### config.mk
export PLATFORM = sky130hd
export DESIGN_NAME = qk_score_unit_flat
export DESIGN_NICKNAME = d
export VERILOG_FILES = /design/src/rtl/qk_score_if.sv /design/src/rtl/qk_score_unit.sv /design/src/flat_wrapper.sv
export SDC_FILE = /design/constraint.sdc
export NUM_CORES = 1
export LEC_CHECK = 0
export BUFFER_PORTS_ARGS = -buffer_cell sky130_fd_sc_hd__clkbuf_2
export CORE_MARGIN = 10
export CORE_UTILIZATION = 63
export CTS_BUF_LIST = sky130_fd_sc_hd__clkbuf_4
export CTS_CLUSTER_DIAMETER = 30
export DETAILED_ROUTE_END_ITERATION = 6
export GPL_TIMING_DRIVEN = 1
export HOLD_SLACK_MARGIN = 0.02
export PLACE_DENSITY = 0.92
export RECOVER_POWER = 25
export SLEW_MARGIN = 20
export SYNTH_ARGS = -nofsm -noshare
export SYNTH_HDL_FRONTEND = slang
export SYNTH_SLANG_ARGS = --single-unit
export TNS_END_PERCENT = 50
### constraint.sdc
create_clock -name clk -period 8.1 [get_ports clk]
set_clock_uncertainty 0.2 [all_clocks]
set_input_delay 1.62 -clock clk [delete_from_list [all_inputs] [get_ports clk]]
set_output_delay 1.62 -clock clk [all_outputs]
set_load 0.05 [all_outputs]
### src/rtl/qk_score_if.sv
// qk_score_if
//   Groups the K-load, Q-load and score-stream signals of qk_score_unit.
//   The slave modport is the scoring unit. The master modport is the DMA
//   side that loads K and Q and consumes scores.
//   K beat   : en_loadk, k_valid, k_input, k_address -> input_done_ld_k, k_full
//   Q row    : q_valid, q_input -> q_accept
//   Score    : score_qk_output, score_idx, score_valid <- score_ready; done_qk
//   Rows are D_K elements of DATA_WIDTH bits, with element 0 in the MSBs.
interface qk_score_if #(
   parameter int DATA_WIDTH     = 8,
   parameter int D_K            = 4,
   parameter int SEQ_LENGTH_BIT = 2,
   parameter int SCORE_WIDTH    = 32
) ();
   logic                          en_loadk;
   logic                          k_valid;
   logic [D_K*DATA_WIDTH-1:0]     k_input;
   logic [SEQ_LENGTH_BIT-1:0]     k_address;
   logic                          input_done_ld_k;
   logic                          k_full;
   logic                          q_valid;
   logic [D_K*DATA_WIDTH-1:0]     q_input;
   logic                          q_accept;
   logic [SCORE_WIDTH-1:0]        score_qk_output;
   logic [SEQ_LENGTH_BIT-1:0]     score_idx;
   logic                          score_valid;
   logic                          score_ready;
   logic                          done_qk;

   modport slave (
      input  en_loadk, k_valid, k_input, k_address, q_valid, q_input, score_ready,
      output input_done_ld_k, k_full, q_accept, score_qk_output, score_idx,
             score_valid, done_qk
   );

   modport master (
      output en_loadk, k_valid, k_input, k_address, q_valid, q_input, score_ready,
      input  input_done_ld_k, k_full, q_accept, score_qk_output, score_idx,
             score_valid, done_qk
   );
endinterface

### src/rtl/qk_score_unit.sv
// qk_score_unit
//   Stores SEQ_LENGTH key rows and scores one query row against every stored
//   row. Each score is a signed dot product that is computed one element per
//   cycle. Scores leave through a valid/ready handshake, one per row, with
//   row 0 first. done_qk pulses after the last score has been accepted.
//
// Ports
//   clk  : rising-edge clock
//   rst  : asynchronous active-low reset
//   bus  : qk_score_if.slave (K load, Q load and score stream)
//
// Build option
//   QK_SCORE_SCALE_EN : when defined, each final sum is arithmetically
//                       right-shifted by SCALE_SHIFT before sign extension.
//                       Latency is the same in both builds.
module qk_score_unit #(
   parameter int DATA_WIDTH     = 8,
   parameter int D_K            = 4,
   parameter int SEQ_LENGTH_BIT = 2,
   parameter int SCORE_WIDTH    = 32,
   parameter int SCALE_SHIFT    = 1
) (
   input  logic       clk,
   input  logic       rst,
   qk_score_if.slave  bus
);
   localparam int SEQ_LENGTH = 1 << SEQ_LENGTH_BIT;
   localparam int ROW_W      = D_K * DATA_WIDTH;
   localparam int PROD_W     = 2 * DATA_WIDTH;
   localparam int ACC_W      = 2 * DATA_WIDTH + $clog2(D_K) + 1;
   localparam int ELEM_W     = $clog2(D_K + 1);
   localparam int ELEM_IDX_W = (D_K > 1) ? $clog2(D_K) : 1;
`ifdef QK_SCORE_SCALE_EN
   localparam bit SCALE_EN   = 1'b1;
`else
   localparam bit SCALE_EN   = 1'b0;
`endif
   localparam int SHIFT_AMT  = SCALE_EN ? SCALE_SHIFT : 0;

   localparam logic [ELEM_W-1:0]         LAST_ELEM = ELEM_W'(D_K - 1);
   localparam logic [ELEM_W-1:0]         ELEM_END  = ELEM_W'(D_K);
   localparam logic [SEQ_LENGTH_BIT-1:0] LAST_ROW  = SEQ_LENGTH_BIT'(SEQ_LENGTH - 1);

   typedef enum logic [1:0] {IDLE, LOADK, COMPUTE, OUT} state_t;

   state_t                        state, state_nxt;
   logic [ROW_W-1:0]              k_bank [SEQ_LENGTH];
   logic [SEQ_LENGTH-1:0]         row_valid;
   logic [ROW_W-1:0]              q_row;
   logic [SEQ_LENGTH_BIT-1:0]     row;
   logic [ELEM_W-1:0]             elem;
   logic signed [PROD_W-1:0]      prod_p0;
   logic                          vld_p0;
   logic                          last_p0;
   logic signed [ACC_W-1:0]       acc;

   logic                          done_ld_k;
   logic                          q_accept;
   logic [SCORE_WIDTH-1:0]        score;
   logic [SEQ_LENGTH_BIT-1:0]     score_idx;
   logic                          score_valid;
   logic                          done_qk;

   logic                          k_full;
   logic [ELEM_IDX_W-1:0]         elem_idx;
   logic signed [DATA_WIDTH-1:0]  q_elem, k_elem;
   logic signed [PROD_W-1:0]      prod_c;
   logic signed [ACC_W-1:0]       prod_ext, acc_sum;

   // Element i of a row sits at the MSB end when i = 0.
   function automatic logic signed [DATA_WIDTH-1:0] pick_elem(
      input logic [ROW_W-1:0]      r,
      input logic [ELEM_IDX_W-1:0] i);
      return r[(D_K - 1 - int'(i)) * DATA_WIDTH +: DATA_WIDTH];
   endfunction

   // Optional floor scaling (arithmetic shift), then sign-extend to the output width.
   function automatic logic [SCORE_WIDTH-1:0] finalize_score(
      input logic signed [ACC_W-1:0] sum);
      logic signed [ACC_W-1:0] s;
      s = sum >>> SHIFT_AMT;
      return {{(SCORE_WIDTH - ACC_W){s[ACC_W-1]}}, s};
   endfunction

   assign k_full = &row_valid;

   always_comb begin
      elem_idx = elem[ELEM_IDX_W-1:0];
      q_elem   = pick_elem(q_row, elem_idx);
      k_elem   = pick_elem(k_bank[row], elem_idx);
      prod_c   = $signed({{DATA_WIDTH{q_elem[DATA_WIDTH-1]}}, q_elem}) *
                 $signed({{DATA_WIDTH{k_elem[DATA_WIDTH-1]}}, k_elem});
      prod_ext = $signed({{(ACC_W - PROD_W){prod_p0[PROD_W-1]}}, prod_p0});
      acc_sum  = acc + prod_ext;
   end

   always_ff @(posedge clk or negedge rst) begin
      if (!rst) state <= IDLE;
      else      state <= state_nxt;
   end

   always_comb begin
      state_nxt = state;
      case (state)
         IDLE: begin
            if (bus.en_loadk)                  state_nxt = LOADK;
            else if (bus.q_valid && k_full)    state_nxt = COMPUTE;
         end
         LOADK: begin
            if (!bus.en_loadk)                 state_nxt = IDLE;
         end
         COMPUTE: begin
            if (vld_p0 && last_p0)             state_nxt = OUT;
         end
         OUT: begin
            if (score_valid && bus.score_ready)
               state_nxt = (row == LAST_ROW) ? IDLE : COMPUTE;
         end
         default: state_nxt = IDLE;
      endcase
   end

   always_ff @(posedge clk or negedge rst) begin
      if (!rst) begin
         for (int i = 0; i < SEQ_LENGTH; i++) k_bank[i] <= '0;
         row_valid   <= '0;
         q_row       <= '0;
         row         <= '0;
         elem        <= '0;
         prod_p0     <= '0;
         vld_p0      <= 1'b0;
         last_p0     <= 1'b0;
         acc         <= '0;
         done_ld_k   <= 1'b0;
         q_accept    <= 1'b0;
         score       <= '0;
         score_idx   <= '0;
         score_valid <= 1'b0;
         done_qk     <= 1'b0;
      end else begin
         done_ld_k <= 1'b0;
         q_accept  <= 1'b0;
         done_qk   <= 1'b0;
         vld_p0    <= 1'b0;
         last_p0   <= 1'b0;
         case (state)
            IDLE: begin
               if (bus.en_loadk) begin
                  row_valid <= '0;
               end else if (bus.q_valid && k_full) begin
                  q_row    <= bus.q_input;
                  q_accept <= 1'b1;
                  row      <= '0;
                  elem     <= '0;
                  acc      <= '0;
               end
            end
            LOADK: begin
               // A beat that arrives in the acknowledge cycle is dropped.
               if (bus.k_valid && !done_ld_k) begin
                  k_bank[bus.k_address]    <= bus.k_input;
                  row_valid[bus.k_address] <= 1'b1;
                  done_ld_k                <= 1'b1;
               end
            end
            COMPUTE: begin
               // p0: multiply one element pair
               if (elem != ELEM_END) begin
                  prod_p0 <= prod_c;
                  vld_p0  <= 1'b1;
                  last_p0 <= (elem == LAST_ELEM);
                  elem    <= elem + 1'b1;
               end
               // p1: accumulate; the last product closes the row
               if (vld_p0) begin
                  acc <= acc_sum;
                  if (last_p0) begin
                     score       <= finalize_score(acc_sum);
                     score_idx   <= row;
                     score_valid <= 1'b1;
                  end
               end
            end
            OUT: begin
               if (score_valid && bus.score_ready) begin
                  score_valid <= 1'b0;
                  if (row == LAST_ROW) begin
                     done_qk <= 1'b1;
                  end else begin
                     row  <= row + 1'b1;
                     elem <= '0;
                     acc  <= '0;
                  end
               end
            end
            default: ;
         endcase
      end
   end

   assign bus.input_done_ld_k = done_ld_k;
   assign bus.k_full          = k_full;
   assign bus.q_accept        = q_accept;
   assign bus.score_qk_output = score;
   assign bus.score_idx       = score_idx;
   assign bus.score_valid     = score_valid;
   assign bus.done_qk         = done_qk;
endmodule

### src/flat_wrapper.sv
// flat-port wrapper written by rule: the top's interface ports become plain ports
module qk_score_unit_flat 
#(
   parameter int DATA_WIDTH     = 8,
   parameter int D_K            = 4,
   parameter int SEQ_LENGTH_BIT = 2,
   parameter int SCORE_WIDTH    = 32,
   parameter int SCALE_SHIFT    = 1
)
  (clk, rst, bus_en_loadk, bus_k_valid, bus_k_input, bus_k_address, bus_q_valid, bus_q_input, bus_score_ready, bus_input_done_ld_k, bus_k_full, bus_q_accept, bus_score_qk_output, bus_score_idx, bus_score_valid, bus_done_qk);
  qk_score_if #(.DATA_WIDTH(DATA_WIDTH), .D_K(D_K), .SEQ_LENGTH_BIT(SEQ_LENGTH_BIT), .SCORE_WIDTH(SCORE_WIDTH)) bus_i ();
  input  logic clk;
  input  logic rst;
  input wire logic [$bits(bus_i.en_loadk)-1:0] bus_en_loadk;
  input wire logic [$bits(bus_i.k_valid)-1:0] bus_k_valid;
  input wire logic [$bits(bus_i.k_input)-1:0] bus_k_input;
  input wire logic [$bits(bus_i.k_address)-1:0] bus_k_address;
  input wire logic [$bits(bus_i.q_valid)-1:0] bus_q_valid;
  input wire logic [$bits(bus_i.q_input)-1:0] bus_q_input;
  input wire logic [$bits(bus_i.score_ready)-1:0] bus_score_ready;
  output wire logic [$bits(bus_i.input_done_ld_k)-1:0] bus_input_done_ld_k;
  output wire logic [$bits(bus_i.k_full)-1:0] bus_k_full;
  output wire logic [$bits(bus_i.q_accept)-1:0] bus_q_accept;
  output wire logic [$bits(bus_i.score_qk_output)-1:0] bus_score_qk_output;
  output wire logic [$bits(bus_i.score_idx)-1:0] bus_score_idx;
  output wire logic [$bits(bus_i.score_valid)-1:0] bus_score_valid;
  output wire logic [$bits(bus_i.done_qk)-1:0] bus_done_qk;
  assign bus_i.en_loadk = bus_en_loadk;
  assign bus_i.k_valid = bus_k_valid;
  assign bus_i.k_input = bus_k_input;
  assign bus_i.k_address = bus_k_address;
  assign bus_i.q_valid = bus_q_valid;
  assign bus_i.q_input = bus_q_input;
  assign bus_i.score_ready = bus_score_ready;
  assign bus_input_done_ld_k = bus_i.input_done_ld_k;
  assign bus_k_full = bus_i.k_full;
  assign bus_q_accept = bus_i.q_accept;
  assign bus_score_qk_output = bus_i.score_qk_output;
  assign bus_score_idx = bus_i.score_idx;
  assign bus_score_valid = bus_i.score_valid;
  assign bus_done_qk = bus_i.done_qk;
  qk_score_unit #(.DATA_WIDTH(DATA_WIDTH), .D_K(D_K), .SEQ_LENGTH_BIT(SEQ_LENGTH_BIT), .SCORE_WIDTH(SCORE_WIDTH), .SCALE_SHIFT(SCALE_SHIFT)) u_core (.clk(clk), .rst(rst), .bus(bus_i));
endmodule
Word-level counts from Yosys, hierarchy flattened. Index checks and enable logic that the tools add are counted.

Equality and inequality tests: 18. Reductions and logical operators: 23. Add/sub/neg operators: 4. Muxes and demuxes: 51. $mul: 1. Shift-type cells: 2. $lt $le $gt $ge: 5. Div/mod/pow operators: 0. Bitwise operators: 4.

Operators with widths (count): 128-bit bitwise mux (1); 32-bit two-way mux (3); 19-bit two-way mux (5); 32-bit binary-select mux with 2-bit select (1); 32-bit demux with 2-bit select (1); 32-bit by 6-bit indexed part select with 8-bit output (2); 19-bit one-hot mux with 3 select lines (1); 2-bit two-way mux (10); 19-bit by 16-bit adder with 19-bit output (1); 8-bit by 8-bit multiplier with 16-bit output (1); 1-bit two-way mux (16); 3-bit two-way mux (5); 2-bit by 1-bit != test with 1-bit output, second input constant (7); 4-bit AND reduction (3); 6-bit AND reduction (2); 3-bit one-hot mux with 3 select lines (1); 3-bit AND reduction (3); 4-bit two-way mux (2); 2-bit != test, second input constant (4); 2-bit one-hot mux with 4 select lines (1); 4-bit one-hot mux with 2 select lines (1); 2-bit equality test, second input constant (3); 3-bit >= comparator, second input constant (2); 1-bit logical AND (6); other kinds (22) (26).

Word-level logic and storage cells: 127. Memory bits (read-only): 0. Output and inout port bits: 39. Memory bits (writable): 0. Flip-flop bits (word level): 233. Memories: 0. Latch bits: 0. Input bits: 72.

Longest topological paths before layout. Gate-level depths: netlist of run 1.

Word-level depth: 7. Mapped depth: 22. Depth with buffers taken out: 20.

Worst setup path after synthesis of run 1. OpenSTA, ideal clock, no wires.

Path kind: register to register. Start point: register u_core.row[0]. End point: register u_core.prod_p0[12]. Clock period less this slack: 5708 ps. Cell stages (with the launch flop): 21. Arrival: 5413 ps. Setup time: 95 ps. Required time: 7805 ps. Path buffers: 2. Path slack: 2392 ps. Path through: dfrtp_1 > buf_6 > buf_6 > mux4_2 > mux4_2 > and2_1 > fa_1 > inv_1 > fa_1 > inv_1 > fa_1 > inv_1 > fa_1 > inv_1 > ha_1 > o21ai_1 > a21boi_0 > o31a_1 > o21a_1 > o21a_1 > o31ai_1.

Word-level cells in the longest chain between the ends: 6.

RTL lines: start: declaration (RTL line qk_score_unit.sv:50) `logic [SEQ_LENGTH_BIT-1:0] row;`; start signal: assignment (RTL line qk_score_unit.sv:190) `row <= row + 1'b1;`; 2-bit inverter with 3-bit output (not written as such) (RTL line qk_score_unit.sv:90) `k_elem = pick_elem(k_bank[row], elem_idx);`; 32-bit binary-select mux with 2-bit select (RTL line qk_score_unit.sv:90); 32-bit two-way mux (not written as such) (2 in series) (RTL line qk_score_unit.sv:90); 32-bit by 6-bit indexed part select with 8-bit output (RTL line qk_score_unit.sv:74) `return r[(D_K - 1 - int'(i)) * DATA_WIDTH +: DATA_WIDTH];`; 8-bit by 8-bit multiplier with 16-bit output (RTL line qk_score_unit.sv:91) `prod_c = $signed({{DATA_WIDTH{q_elem[DATA_WIDTH-1]}}, q_elem}) *`; end signal: assignment (RTL line qk_score_unit.sv:169) `prod_p0 <= prod_c;`; end: declaration (RTL line qk_score_unit.sv:52) `logic signed [PROD_W-1:0] prod_p0;`.

No other way between the ends. The select of a mux whose other input is x is not followed. A chain may end at the register's enable or synchronous reset.

Worst setup path in the final report of run 1.
Start point: register u_core.row[0]. End point: register u_core.prod_p0[15].

Same word-level chain as after synthesis.

==> results of run 1 <==
worst max-delay path, cell delays in order (launching register included):
cell and delay, ns:
dfrtp_2 0.84, buf_4 0.40, mux4_2 0.55, mux4_2 0.59, and2_4 0.20, inv_2 0.05
fa_1 0.40, inv_1 0.09, fa_1 0.44, fa_1 0.56, inv_1 0.06, fa_1 0.52
inv_1 0.04, ha_1 0.35, a2111oi_0 0.44, o21ai_0 0.16, a21boi_0 0.33, a21oi_1 0.13
xnor2_1 0.14, o21ai_0 0.16
worst min-delay path by stage:
stage | endpoint | slack, ns | cells past startpoint
2_1_floorplan | u_core.prod_p0[0] | 0.24 | 2
3_3_place_gp | u_core.bus.score_qk_output[13] | 0.26 | 2
3_5_place_dp | u_core.prod_p0[3] | 0.27 | 2
4_1_cts | u_core.bus.score_qk_output[7] | 0.28 | 2
5_1_grt | u_core.prod_p0[3] | 0.31 | 2
6_report | u_core.bus.score_qk_output[7] | 0.28 | 2
sequential cells by signal, indices dropped and copies added (netlist names):
| signal | flops |
|---|---|
| u_core.bus.score_idx | 2 |
| u_core.bus.score_valid | 1 |
| u_core.k_bank | 128 |
| u_core.row_valid | 4 |
| u_core.bus.score_qk_output | 19 |
| u_core.state | 2 |
| u_core.bus.done_qk | 1 |
| u_core.prod_p0 | 16 |
| u_core.vld_p0 | 1 |
| u_core.bus.input_done_ld_k | 1 |
| u_core.acc | 19 |
| u_core.bus.q_accept | 1 |
| u_core.elem | 3 |
| u_core.q_row | 32 |
| u_core.last_p0 | 1 |
| u_core.row | 2 |
final cells by class:
class                   count  area [um2]
flip-flops and latches    233        5830
fillers                  1339        6140
multi-input cells         690        6840
well taps                 275         344
repair buffers            122         642
clock buffers              86         646
diodes                      1        2.50
clock inverters            18        87.6
inverters                  94         353
per-layer routing:
metal | global-route usage, % | vias up | share of wire, % | wire length [um]
met2 | 40.3 | 275 | 53 | 15900
met1 | 25.1 | 4495 | 39 | 11500
met3 | 4.66 | 90 | 4.5 | 1340
li1 | - | 4002 | - | -
met4 | 9.42 | 0 | 3.4 | 1010
met5 | 0 | - | 0 | 0
synth_stat cells, drive strengths merged, types with 5 or more instances:
cell type / n
a211oi: 5
a21boi: 6
a21o: 8
a21oi: 19
a22o: 5
and2: 47
buf: 30
clkbuf: 22
dfrtp: 233
fa: 56
ha: 51
inv: 93
mux2: 169
mux4: 47
nand2: 83
nand2b: 5
nand3: 10
nor2: 36
nor3: 7
o21a: 7
o21ai: 53
xnor2: 20
xor2: 7
per-stage QoR:
stage	setup slack (ns)	cells	instance area (um2)	util, %
4_1_cts	1.37	1518	14800	70.6
6_report	1.38	1519	14700	70.6
3_3_place_gp	1.56	1414	14000	67.1
3_5_place_dp	1.38	1414	14000	67.1
2_1_floorplan	2.39	1069	13300	-
5_1_grt	0.887	1519	14700	70.6
logic make-up after synthesis:
family,count (synthesis)
muxes,217
adders and majority gates,107
and+or+nand+nor,209
xor gates and xnor gates,28
buffers and inverters,146
DFF,233
AOI/OAI and AO/OA,129
power by group through the flow:
stage	clock network [mW]	logic [mW]	registers, mW
2_1_floorplan	0	0.345	1.39
3_3_place_gp	0	0.438	1.41
3_5_place_dp	0	0.469	1.43
4_1_cts	0.997	0.473	1.41
5_1_grt	1.06	0.517	1.43
6_report	0.974	0.470	1.41
==> results.txt, run 1 <==
CTS tree -> done
DR iter-0 viols -> 579
Port Buffers -> 110
post-synth top area cell -> dfrtp_1
root buffer cell -> clkbuf_4
cts bufs inserted -> 60
Power Density -> 194 mW/mm2
area delta synth->final -> 10.8%
path depth of the worst reg2reg path -> 19
Post-Syn Instances -> 1069
Rows -> 53
sw power -> 791 uW
arrival time worst endpoint -> 7.12 ns
vias per inst -> 5.83
Hold WS -> 0.277 ns
global-route wire length before repair -> 48900 um
Max clock buf depth -> 3
Die ar. -> 0.0273 mm2
GRT Total Usage -> 22.3%
GP Congestion -> 0.928
number of max-cap violations -> 1
sequential share of the synthesized area -> 43.8%
HP Start -> u_core.bus.score_qk_output[7]
sequential share of power -> 49.5%
clock share of power -> 34.1%
final count of hold timing violations -> 0
most frequent cells in the layout -> dfrtp_1 (232), mux2_2 (169), clkbuf_2 (108), inv_1 (91), clkbuf_4 (86)
Initial Util -> 63.7%
cell area after synthesis -> 0.0133 mm2
xor/xnor share of the synthesized area -> 1.95%
setup bufs post-CTS -> 0
layout cells sized above 1 -> 35.4%
Chip Width -> 165 um
Net Sw Frac -> 27.7%
ys async rst share -> 100%
Max VDD drop -> 0.000170 V
largest family of logic cells by synthesized area -> multiplexers
crit start category -> flop
HP Class -> flop to flop
number of library cell types mapped by synthesis -> 59
Reg-to-Reg End -> u_core.prod_p0[15]
Rel. slew slack -> -22.3%
total power -> 2.86 mW
RSZ-0062 raised after global routing -> false
H-tree Lvls -> 2
r2r startpoint -> u_core.row[0]
Max Fclk -> 149 MHz
post-synthesis adder-cell area fraction -> 13.2%
Hold-fix buffers, CTS -> 0
outcome -> finished, violations left
I/O pin count -> 111
antenna violations before repair -> 1
Logic pwr share -> 16.4%
crit path launch -> u_core.row[0]
PostCTS Resize Cnt -> 0
failing checks -> capacitance limit, slew limit
Post-DRT Antenna Nets -> 0
number of synthesized flops with an enable pin -> 0
critical path class -> flop to flop
DR vias -> 8862
Remaining Overflow, GRT -> 0
final worst-path cycle share -> 83.0%
Final HPWL DP -> 21000 um
largest net degree at the start of global routing -> 118
Synth top area share -> 43.8%
compound-cell area share of the yosys netlist -> 6.10%
DRC Markers -> 0
Yosys reg bits -> 233
die height -> 165 um
final wirelength -> 29700 um
syn_area_per_cell -> 12.4 um2
Routed WL per cell -> 19.5 um
Core Area -> 0.0209 mm2
DR pass1 iterations -> 5
most common cell after layout, fill and taps aside -> dfrtp_1
minimum clock period -> 6.72 ns
Max Slew Vio Count -> 34
Critical Path End -> u_core.prod_p0[15]
reg-to-reg slack, setup -> 1.38 ns
clock-pin slew on the worst setup and hold paths -> 0.06 ns
multiplexer share of the synthesized area -> 22.4%
leading register cell type out of synthesis -> dfrtp_1
WP data required -> 8.50 ns
worst-skew pair later-pin latency -> 0.72 ns
number of global-route vias before repair -> 9915
Setup crit end kind -> flop
synth top area cells -> dfrtp_1 (44%), mux2_2 (14%), fa_1 (8.4%)
Worst Tran Pin Value -> 1.83 ns
simple-gate area share of the yosys netlist -> 7.66%
synth warn -> 0
Pleak -> 7.17 nW
crit-path max FO -> 24
CTS sink cnt -> 233
Setup violations, final -> 0
Net Count, Synth -> 1248
final net count -> 1380
Cell Int Power -> 2.07 mW
setup_tns -> 0 ns
No activity file was read; power rests on OpenSTA's default activity.
==> run 2: changes to the inputs <==
- clock period: 8.1 -> 6.9 ns (I/O delays scaled with it)
==> results.txt, run 2 (synthesized netlist as in run 1, its figures left out) <==
outcome -> finished, violations left (unchanged)
failing checks -> capacitance limit, slew limit (unchanged)
clock share of power -> 32.8% (was 34.1%)
minimum clock period -> 6.46 ns (was 6.72 ns)
GRT Total Usage -> 22.5% (was 22.3%)
Cell Int Power -> 2.38 mW (was 2.07 mW)
Hold-fix buffers, CTS -> 0 (unchanged)
Setup violations, final -> 0 (unchanged)
crit-path max FO -> 15 (was 24)
DR pass1 iterations -> 5 (unchanged)
H-tree Lvls -> 2 (unchanged)
Worst Tran Pin Value -> 2.55 ns (was 1.83 ns)
global-route wire length before repair -> 49200 um (was 48900 um)
filler instances -> 1334 (was 1339)
most frequent cells in the layout -> dfrtp_1 (232), mux2_2 (169), clkbuf_2 (108), inv_1 (90), nand2_1 (83) (was dfrtp_1 (232), mux2_2 (169), clkbuf_2 (108), inv_1 (91), clkbuf_4 (86))
number of max-cap violations -> 5 (was 1)
Rel. slew slack -> -70.3% (was -22.3%)
Power Density -> 224 mW/mm2 (was 194 mW/mm2)
Die ar. -> 0.0273 mm2 (unchanged)
Rows -> 53 (unchanged)
final count of hold timing violations -> 0 (unchanged)
Setup crit end kind -> flop (unchanged)
Final HPWL DP -> 21200 um (was 21000 um)
Logic pwr share -> 16.9% (was 16.4%)
Post-DRT Antenna Nets -> 0 (unchanged)
CP bufs+invs -> 5 (unchanged)
antenna violations before repair -> 1 (unchanged)
critical path class -> flop to flop (unchanged)
PostCTS Resize Cnt -> 0 (unchanged)
crit-path leading delay family -> adder cells (unchanged)
Core Area -> 0.0209 mm2 (unchanged)
critical path depth in cells -> 19 (unchanged)
CTS sink cnt -> 233 (unchanged)
register bank with the most flops -> u_core.k_bank (unchanged)
hold depth -> 2 (unchanged)
Max clock buf depth -> 3 (unchanged)
HP Class -> flop to flop (unchanged)
cts bufs inserted -> 59 (was 60)
CP max-delay cell -> dfrtp_2 (unchanged)
Chip Width -> 165 um (unchanged)
Net Sw Frac -> 27.9% (was 27.7%)
Routed WL per cell -> 19.8 um (was 19.5 um)
I/O pin count -> 111 (unchanged)
CTS tree -> done (unchanged)
DR iter-0 viols -> 574 (was 579)
Max VDD drop -> 0.000199 V (was 0.000170 V)
max incr delay on CP -> 0.67 ns (was 0.84 ns)
number of global-route vias before repair -> 9690 (was 9915)
WP data required -> 7.34 ns (was 8.50 ns)
die height -> 165 um (unchanged)
Pleak -> 7.14 nW (was 7.17 nW)
cell area after layout -> 0.0147 mm2 (about the same)
Hold WS -> 0.277 ns (about the same)
sequential share of power -> 50.4% (was 49.5%)
root buffer cell -> clkbuf_4 (unchanged)
GP Congestion -> 0.893 (was 0.928)
Remaining Overflow, GRT -> 0 (unchanged)
final net count -> 1382 (was 1380)
path depth of the worst reg2reg path -> 19 (unchanged)
most common cell after layout, fill and taps aside -> dfrtp_1 (unchanged)
Max Slew Vio Count -> 338 (was 34)
largest net degree at the start of global routing -> 194 (was 118)
worst-skew pair later-pin latency -> 0.70 ns (was 0.72 ns)
setup_tns -> 0 ns (unchanged)
RSZ-0062 raised after global routing -> false (unchanged)
crit start category -> flop (unchanged)
max reg flops -> 128 (unchanged)
Port Buffers -> 110 (unchanged)
final wirelength -> 30000 um (was 29700 um)
final worst-path cycle share -> 93.6% (was 83.0%)
Max Fclk -> 155 MHz (was 149 MHz)
area delta synth->final -> 10.6% (was 10.8%)
crit-path cells -> buf_4 > mux4_2 > mux4_2 > and2_1 > fa_1 > inv_1 > fa_1 > inv_1 > fa_1 > inv_1 > fa_1 > inv_1 > ha_1 > o21ai_1 > a21boi_0 > o31a_1 > o21bai_1 > a2111oi_0 > nand3b_1 (was buf_4 > mux4_2 > mux4_2 > and2_4 > inv_2 > fa_1 > inv_1 > fa_1 > fa_1 > inv_1 > fa_1 > inv_1 > ha_1 > a2111oi_0 > o21ai_0 > a21boi_0 > a21oi_1 > xnor2_1 > o21ai_0)
vias per inst -> 5.90 (was 5.83)
biggest regs -> u_core.k_bank: 128 flops, u_core.q_row: 32 flops (unchanged)
layout cells sized above 1 -> 35.1% (was 35.4%)
total power -> 3.29 mW (was 2.86 mW)
DR vias -> 8933 (was 8862)
clock-pin slew on the worst setup and hold paths -> 0.07 ns (was 0.06 ns)
DRC Markers -> 0 (unchanged)
setup bufs post-CTS -> 0 (unchanged)
sw power -> 918 uW (was 791 uW)
Placed Area -> 0.0141 mm2 (was 0.0140 mm2)
arrival time worst endpoint -> 6.89 ns (was 7.12 ns)
Initial Util -> 63.7% (unchanged)
run 2: cell types whose count changed in the layout (fill, tap and decap cells not counted):
cell,change
buf_8,-1
inv_8,+1
inv_6,-2
buf_12,+2
clkinv_1,-1
buf_4,-2
clkbuf_4,-7
clkbuf_1,+3
clkinv_4,-1
inv_1,-1
clkinvlp_4,+1
inv_2,+2
clkinv_2,+1
run 2: cell type report:
| type | instances | area, um2 | share of cell area, % |
|---|---|---|---|
| sequential | 233 | 5830 | 39.6 |
| clock buffer | 78 | 586 | 3.98 |
| tap | 275 | 344 | 2.34 |
| multi-input combinational | 690 | 6840 | 46.5 |
| inverter | 94 | 353 | 2.40 |
| antenna | 1 | 2.50 | 0.0170 |
| timing repair buffer | 125 | 671 | 4.56 |
| clock inverter | 18 | 85.1 | 0.578 |
run 2: final timing paths:
check | end | start | slack, ns
max | u_core.prod_p0[14] | u_core.row[0] | 0.44
min | u_core.bus.score_qk_output[14] | u_core.bus.score_qk_output[14] | 0.28
max reg2reg | u_core.prod_p0[14] | u_core.row[0] | 0.44
min reg2reg | u_core.bus.score_qk_output[14] | u_core.bus.score_qk_output[14] | 0.28
max in group asynchronous | u_core.bus.q_accept | rst | 1.75
min in group asynchronous | u_core.acc[14] | rst | 1.09
run 2: stage by stage:
stage          std cells  setup WS, ns  utilization (%)
6_report            1514         0.444             70.4
5_1_grt             1514         0.143             70.4
4_1_cts             1513         0.494             70.6
3_5_place_dp        1417         0.535             67.4
3_3_place_gp        1417         0.724             67.4
2_1_floorplan       1069          1.19                -
run 2: power by group through the flow:
stage | logic [mW] | clock network, mW | registers (mW)
2_1_floorplan | 0.405 | 0 | 1.63
3_3_place_gp | 0.514 | 0 | 1.66
3_5_place_dp | 0.553 | 0 | 1.68
4_1_cts | 0.560 | 1.10 | 1.66
5_1_grt | 0.612 | 1.18 | 1.67
6_report | 0.555 | 1.08 | 1.66
run 2: worst min-delay path: stages (launching register included):
cell and delay [ns]:
dfrtp_1 0.34, nand2_1 0.04, o21ai_0 0.06
run 2: metal layers:
layer | wire (um) | vias up | track usage (%)
met5 | 0 | - | 0
met4 | 1020 | 0 | 9.38
met3 | 1720 | 88 | 4.83
met2 | 16100 | 330 | 39.5
met1 | 11200 | 4507 | 26.1
li1 | - | 4008 | -
